**src/rtl/rr_arb4_decode.sv**
```systemverilog
`default_nettype none
// ============================================================================
// Module      : rr_arb4_decode
// Description : Round-robin arbiter that shares one resource between four
//               clients. It registers the winner as a 2-bit index and decodes
//               that index into a one-hot grant. Each grant runs through
//               acquire, hold and release. Every release is followed by one
//               mandatory IDLE cycle.
//
//               Optional feature macro: HOLD_TIMEOUT_EN
//                 defined   - a grant is forcibly released after HOLD_MAX
//                             consecutive GRANT cycles, and 'timeout'
//                             pulses for one cycle.
//                 undefined - the grant is held until done or until the
//                             owner withdraws its request. The timeout
//                             port and the hold counter are not built.
//
// Ports       : clk      - rising-edge clock
//               rst      - synchronous active-high reset
//               req[3:0] - per-client request, held high until served
//               done     - owner releases the resource (GRANT only)
//               gnt[3:0] - one-hot grant, 0000 when not in GRANT
//               gnt_idx  - encoded owner index, valid while busy=1
//               busy     - high while in GRANT
//               timeout  - one-cycle forced-release pulse (macro only)
//
// Revision    : 1.0 - initial release
// ============================================================================
module rr_arb4_decode #(
    parameter int HOLD_MAX = 8,
    parameter int CNT_W    = 8
) (
    input  logic       clk,
    input  logic       rst,
    input  logic [3:0] req,
    input  logic       done,
    output logic [3:0] gnt,
    output logic [1:0] gnt_idx,
    output logic       busy
`ifdef HOLD_TIMEOUT_EN
    ,
    output logic       timeout
`endif
);

    // Reject configurations where the counter cannot reach HOLD_MAX.
    generate
        if ((HOLD_MAX < 1) || (HOLD_MAX > 255) || ((2 ** CNT_W) <= HOLD_MAX)) begin : g_cfg_err
            $error("rr_arb4_decode: illegal HOLD_MAX / CNT_W combination");
        end
    endgenerate

    localparam logic [0:0] c_IDLE  = 1'b0;
    localparam logic [0:0] c_GRANT = 1'b1;

    logic [0:0] r_state;
    logic [0:0] w_state_nxt;
    logic [1:0] r_ptr;
    logic [1:0] r_idx;
    logic [1:0] w_win;
    logic       w_any;
    logic       w_withdraw;
    logic       w_release;

`ifdef HOLD_TIMEOUT_EN
    localparam logic [CNT_W-1:0] c_HOLD_LAST = CNT_W'(HOLD_MAX - 1);
    localparam logic [CNT_W-1:0] c_HOLD_SAT  = CNT_W'(HOLD_MAX);

    logic [CNT_W-1:0] r_cnt;
    logic             w_force;
    logic             r_timeout;
`endif

    // ------------------------------------------------------------------------
    // Round-robin pick. The scan runs from the farthest offset down to the
    // nearest, so the closest asserted request at or after r_ptr is written
    // last and wins.
    // ------------------------------------------------------------------------
    always_comb begin
        w_any = |req;
        w_win = r_ptr;
        for (int i = 3; i >= 0; i--) begin
            if (req[r_ptr + 2'(i)]) begin
                w_win = r_ptr + 2'(i);
            end
        end
    end

    // ------------------------------------------------------------------------
    // Release conditions. done and withdrawal in the same cycle merge into a
    // single release. A forced release is flagged only when nothing else
    // would have released the grant on this edge.
    // ------------------------------------------------------------------------
    assign w_withdraw = ~req[r_idx];

`ifdef HOLD_TIMEOUT_EN
    // r_cnt holds the number of GRANT cycles already completed. When it
    // equals HOLD_MAX-1, the current cycle is the HOLD_MAX-th cycle.
    assign w_force   = (r_cnt == c_HOLD_LAST) && ~done && ~w_withdraw;
    assign w_release = done | w_withdraw | w_force;
`else
    assign w_release = done | w_withdraw;
`endif

    // ------------------------------------------------------------------------
    // State register, including pointer and owner index.
    // ------------------------------------------------------------------------
    always_ff @(posedge clk) begin
        if (rst) begin
            r_state <= c_IDLE;
            r_ptr   <= 2'b00;
            r_idx   <= 2'b00;
        end else begin
            r_state <= w_state_nxt;
            if ((r_state == c_IDLE) && w_any) begin
                r_idx <= w_win;
            end
            // The releasing owner moves to the lowest priority.
            if ((r_state == c_GRANT) && w_release) begin
                r_ptr <= r_idx + 2'b01;
            end
        end
    end

`ifdef HOLD_TIMEOUT_EN
    always_ff @(posedge clk) begin
        if (rst) begin
            r_cnt     <= '0;
            r_timeout <= 1'b0;
        end else begin
            r_timeout <= (r_state == c_GRANT) && w_force;
            if (r_state == c_IDLE) begin
                r_cnt <= '0;
            end else if (r_cnt != c_HOLD_SAT) begin
                r_cnt <= r_cnt + 1'b1;
            end
        end
    end
`endif

    // ------------------------------------------------------------------------
    // Next-state logic.
    // ------------------------------------------------------------------------
    always_comb begin
        w_state_nxt = r_state;
        case (r_state)
            c_IDLE:  if (w_any)     w_state_nxt = c_GRANT;
            c_GRANT: if (w_release) w_state_nxt = c_IDLE;
            default:                w_state_nxt = c_IDLE;
        endcase
    end

    // ------------------------------------------------------------------------
    // Outputs, decoded only from registered state.
    // ------------------------------------------------------------------------
    always_comb begin
        busy = (r_state == c_GRANT);
        gnt  = 4'b0000;
        if (r_state == c_GRANT) begin
            gnt[r_idx] = 1'b1;
        end
    end

    assign gnt_idx = r_idx;

`ifdef HOLD_TIMEOUT_EN
    assign timeout = r_timeout;
`endif

endmodule
`default_nettype wire

```
**config.mk**
```make
export PLATFORM = sky130hd
export DESIGN_NAME = rr_arb4_decode
export DESIGN_NICKNAME = d
export VERILOG_FILES = /design/src/rtl/rr_arb4_decode.sv
export SDC_FILE = /design/constraint.sdc
export NUM_CORES = 1
export LEC_CHECK = 0
export ABC_CLOCK_PERIOD_IN_PS = 1600
export CORE_AREA = 10 10 50 52
export DETAILED_ROUTE_END_ITERATION = 12
export DIE_AREA = 0 0 60 62
export GPL_TIMING_DRIVEN = 1
export MAX_ROUTING_LAYER = met4
export SLEW_MARGIN = 20
export SYNTH_ARGS = -nofsm -noshare
export SYNTH_HDL_FRONTEND = slang
export SYNTH_SLANG_ARGS = --single-unit
```
**constraint.sdc**
```tcl
create_clock -name clk -period 1.6 [get_ports clk]
set_input_delay 0.4 -clock clk [delete_from_list [all_inputs] [get_ports clk]]
set_output_delay 0.4 -clock clk [all_outputs]
set_load 0.005 [all_outputs]
```
# Word-level counts from Yosys, hierarchy flattened

Cells that the tools add are included.

Add/sub/neg operators: 4
Magnitude comparators: 6
Multiplexer cells: 20
Bitwise gates (word level): 3
Reductions and logical operators: 4

Operators with widths:

| operator                                            | count |
|---|---|
| < comparator 2 x 3 -> 1 bit, second input constant  | 5 |
| binary-select mux 1 bit (select 2 bit)              | 5 |
| two-way mux 1 bit                                   | 8 |
| two-way mux 2 bit                                   | 4 |
| adder 2 x 1 -> 2 bit, second input constant         | 2 |
| adder 2 bit, second input constant                  | 2 |
| two-way mux 4 bit                                   | 1 |
| OR reduction 4 bit                                  | 1 |
| logical AND 1 bit                                   | 3 |
| demux 1 bit (select 2 bit)                          | 1 |
| >= comparator 2 x 1 -> 1 bit, second input constant | 1 |
| NOT 1 bit                                           | 2 |
| case mux 1 bit (2 select lines)                     | 1 |
| bitwise OR 1 bit                                    | 1 |

Register bits: 5
Input port bits: 7
Output and inout bits: 7

# Longest topological paths before layout

Word-level depth: 7
Depth in mapped cells: 4
Gate-level depth less buffers: 4

# Least setup slack after synthesis

OpenSTA, ideal clock, no wires.

Path kind: input -> register
Start point: input port done
End point: register r_ptr[0]
Library setup time: 0.114 ns
Arrival time: 1.206 ns
Required time: 1.486 ns
Setup slack: 0.280 ns
Stages: 4
Buffers on the path: 0
Cell sequence: or2_2 o221ai_1 mux2i_1 nor2_1

Word-level cells in the longest chain between the ends: 2

RTL lines:

| item                 | RTL line | source |
|---|---|---|
| from (decl)          | 36       | `input logic done,` |
| bitwise OR 1 bit     | 102      | `assign w_release = done \| w_withdraw;` |
| logical AND 1 bit    | 119      | `if ((r_state == c_GRANT) && w_release) begin` |
| to (signal assigned) | 120      | `r_ptr <= r_idx + 2'b01;` |
| to (decl)            | 58       | `logic [1:0] r_ptr;` |

Every way passes these cells.
A chain may end at the register's enable or synchronous reset.

# Final worst setup path

Start point: register r_idx[0] (netlist: gnt_idx[0])
End point: output port gnt[3]

Word-level cells in the longest chain between the ends: 5
Elaborated cells on any way between the ends: 6
Those cells by class: order compare: 2; mux: 3; reduce/logical: 1

RTL lines:

| item                                                                                                     | RTL line | source |
|---|---|---|
| from (decl)                                                                                              | 59       | `logic [1:0] r_idx;` |
| from (signal assigned)                                                                                   | 116      | `r_idx <= w_win;` |
| < comparator 2 x 3 -> 1 bit (not written as such) / >= comparator 2 x 1 -> 1 bit (equally long branches) | 160      | `gnt[r_idx] = 1'b1;` |
| logical AND 1 bit (not written as such)                                                                  | 160      |  |
| two-way mux 1 bit (not written as such)                                                                  | 160      |  |
| demux 1 bit (select 2 bit) *                                                                             | 160      |  |
| two-way mux 4 bit *                                                                                      | 159      | `if (r_state == c_GRANT) begin` |
| to (decl)                                                                                                | 37       | `output logic [3:0] gnt,` |

Every way passes the cells marked *; elsewhere a longest branch is shown, timed or not.

==> results.sh <==
export IMPL_cts_num_sinks=5
export IMPL_fin_skew_ns=0.00173
export IMPL_cts_buffers=3
export IMPL_synth_nets=58
export IMPL_yosys_most_used_dff="dfxtp_1"
export IMPL_reg2reg_to="r_ptr[0]"
export IMPL_vias=400
export IMPL_synth_cell_types=20
export IMPL_hold_end="r_ptr[0]"
export IMPL_ant_nets=0
export IMPL_cts_root_buf="clkbuf_4"
export IMPL_yosys_warnings=0
export IMPL_worstHoldStart="r_ptr[0]"
export IMPL_synth_ff_latch_count=5
export IMPL_hold_path_class="flip-flop to flip-flop"
export IMPL_antenna_found_initial=0
export IMPL_avgSynthCellArea_sq_um=8.01
export IMPL_cpPeakStageDelay_ns=0.35
export IMPL_cpLargestDelayFamily="flip-flops"
export IMPL_nNetsFinal=82
export IMPL_clockBufferDepth=2
export IMPL_power_leakage_nw=0.300
export IMPL_num_rows=15
export IMPL_routabilityCongestion=0.822
export IMPL_ff2ff_setup_slack_ns=0.22
export IMPL_yosys_area_top_type_share_pct=26.6
export IMPL_whs_path_depth=2
export IMPL_dp_hpwl_um=813
export IMPL_power_frac_seq_pct=34.7
export IMPL_antenna_cells=0
export IMPL_max_slew_worst_pin_slew_ns=0.358
export IMPL_arrival_ns=1.16
export IMPL_hold_viol=0
export IMPL_syn_cell_area_sq_um=377
export IMPL_synth_compound_area_share_pct=13.0
export IMPL_insertion_delay_ns=0.25
export IMPL_power_density_nw_per_um2=715
export IMPL_cp_required_ns=1.20
export IMPL_maxCapViolations=0
export IMPL_die_area_sq_um=3720
export IMPL_core_region_area_sq_um=1610
export IMPL_synth_top_family_by_area="simple AND/OR/NAND/NOR gates"
export IMPL_internal_power_w=0.000311
export IMPL_reg2reg_from="gnt_idx[1]"
export IMPL_portBuffers=13
export IMPL_pwr_share_comb_pct=30.7
export IMPL_timing_fmax_mhz=642
export IMPL_path_clk_slew_ns=0.04
export IMPL_synth_top_area_cell="dfxtp_1"
export IMPL_via_per_inst=4.60
export IMPL_synthCells=47
export IMPL_initialDrtViolationCount=3
export IMPL_synth_edff_count=0
export IMPL_rsz0062_at_grt="no"
export IMPL_dr_max_layer_used="met4"
export IMPL_switchingPower_w=0.000128
export IMPL_outcome="completed"
export IMPL_worstSetupEndpointType="output pin"
export IMPL_io_pins=14
export IMPL_wl_met2_um=475
export IMPL_slew_headroom_pct=75.9
export IMPL_start_kind="flip-flop"
export IMPL_p_sw_share_pct=29.2
export IMPL_netlist_top_cells_count="nor2_1 (8), dfxtp_1 (5), and2_1 (4), ha_1 (4), mux2i_1 (4)"
export IMPL_slew_viol_final=0
export IMPL_die_y_um=62
export IMPL_yosysMostFrequentCell="nor2_1"
export IMPL_crit_buf_inv=1
export IMPL_fin_crit_sh_pct=97.3
export IMPL_ir_drop_v=0.000279
export IMPL_synth_xor_area_share_pct=0
export IMPL_cts_tree="yes"
export IMPL_critPathKind="flip-flop to output pin"
export IMPL_grt_pass1_wl_um=1620
export IMPL_async_reset_ff_share_pct=0
export IMPL_synthAdderAreaFrac_pct=13.3
export IMPL_area_growth_pct=63.1
export IMPL_start_util_pct=23.3
export IMPL_whs_ns=0.542
export IMPL_dr_pass1_iters=2
export IMPL_routed_wl_um=984
export IMPL_dr_wl_met3_um=73
export IMPL_wire_per_inst_um=11.3
export IMPL_rr_worst_depth=6
export IMPL_chipWidth_um=60
export IMPL_overflow=0
export IMPL_drive_above_1_share_pct=27.1
export IMPL_route_detailed_drc=0
export IMPL_crit_fanout=4
export IMPL_clkPwrFrac_pct=34.6
export IMPL_fin_setup_tns_ns=0
export IMPL_path_cells="ha_1 > and2_1 > dlygate4sd2_1"
export IMPL_finalCriticalPeriod_ns=1.56
export IMPL_grt_pass1_vias=394
export IMPL_synthSimpleGateAreaFrac_pct=34.6
export IMPL_cpMaxStageDelayCell="dfxtp_4"
export IMPL_htreeDepth=1
export IMPL_synth_mux_area_share_pct=10.6
export IMPL_setup_viol=0
export IMPL_track_usage_pct=5.95
export IMPL_ys_seq_area_share_pct=26.6
export IMPL_drt_met1_wl_um=406
export IMPL_synth_area_leaders="dfxtp_1 (27%), ha_1 (13%), mux2i_1 (11%), nor2_1 (8.0%), and2_1 (6.6%)"
export IMPL_grt_max_degree=7
-- logic make-up (layout without fill, tap and decap cells) --
kind of cell,after synthesis,in the layout
compound gates,8,8
mux,4,4
flops,5,5
fa+ha+maj,4,4
buf+inv,2,25
simple gates,24,24
-- how the worst max path moves through the flow --
stage,end,startpoint,cells past startpoint
after CTS,gnt_idx[1],req[3],4
after floorplan,r_ptr[0],done,4
final,gnt[3],gnt_idx[0],3
after global placement,r_ptr[0],done,6
after detailed placement,gnt_idx[1],req[3],4
after global routing,gnt[3],gnt_idx[0],3
-- what timing repair did --
action | 4_1_cts | 5_1_grt
hold buffers | 0 | 0
setup buffers | 0 | 0
pin swaps | 0 | 1
gates resized for setup | 14 | 9
setup endpoints to repair | 5 | 7
-- worst register-to-register path: cells and delay by family (launching register included) --
kind,cells,cell delay (ns)
flip-flops,1,0.35
multiplexers,1,0.17
buffers and inverters,2,0.29
AO/OA/AOI/OAI,1,0.16
AND/OR/NAND/NOR,2,0.30
-- power groups by stage --
stage	Sequential, W	Clock, W	Combinational (W)
2_1_floorplan	0.000155	0	0.0000574
4_1_cts	0.000153	0.000160	0.000136
6_report	0.000152	0.000152	0.000135
3_3_place_gp	0.000153	0	0.000139
5_1_grt	0.000155	0.000164	0.000154
3_5_place_dp	0.000154	0	0.000139
-- state kept, by name (all words and copies together) (netlist names) --
signal   cells
busy         1
gnt_idx      2
r_ptr        2
-- metal layers --
metal	global-route usage, %	up-vias
li1	-	209
met1	5.75	176
met2	9.56	13
met3	2.03	2
met4	4.81	0
met5	-	-
-- per-stage QoR --
stage               std cells  instance area [sq um]  utilization (%)  worst slack [ns]  power, W
global placement           83                    573             35.5            -0.240  0.000292
floorplan                  47                    377                -             0.280  0.000213
finish                     87                    614             38.1            0.0433  0.000439
detailed placement         83                    573             35.5            -0.263  0.000292
CTS                        87                    604             37.4          0.000322  0.000448
global route               87                    614             38.1            0.0124  0.000473
-- placed cells by master, fill, tap and decap left out, drive strengths merged, types with 2 or more instances in the layout --
master	n
ha	4
dfxtp	5
dlygate4sd2	2
o21ai	3
buf	6
nor2b	3
a21oi	2
clkdlybuf4s50	4
nor3	2
nor2	8
mux2i	4
and2	4
clkbuf	6
dlymetal6s2s	4
inv	2
-- cell type report --
cell class,count,area [sq um]
well taps,17,21.3
inverters,2,7.51
multi-input cells,40,278
flip-flops and latches,5,109
clock buffers,4,26.3
fillers,168,1000
repair buffers,19,173
Note: power is estimated with default switching activity, not from simulation.
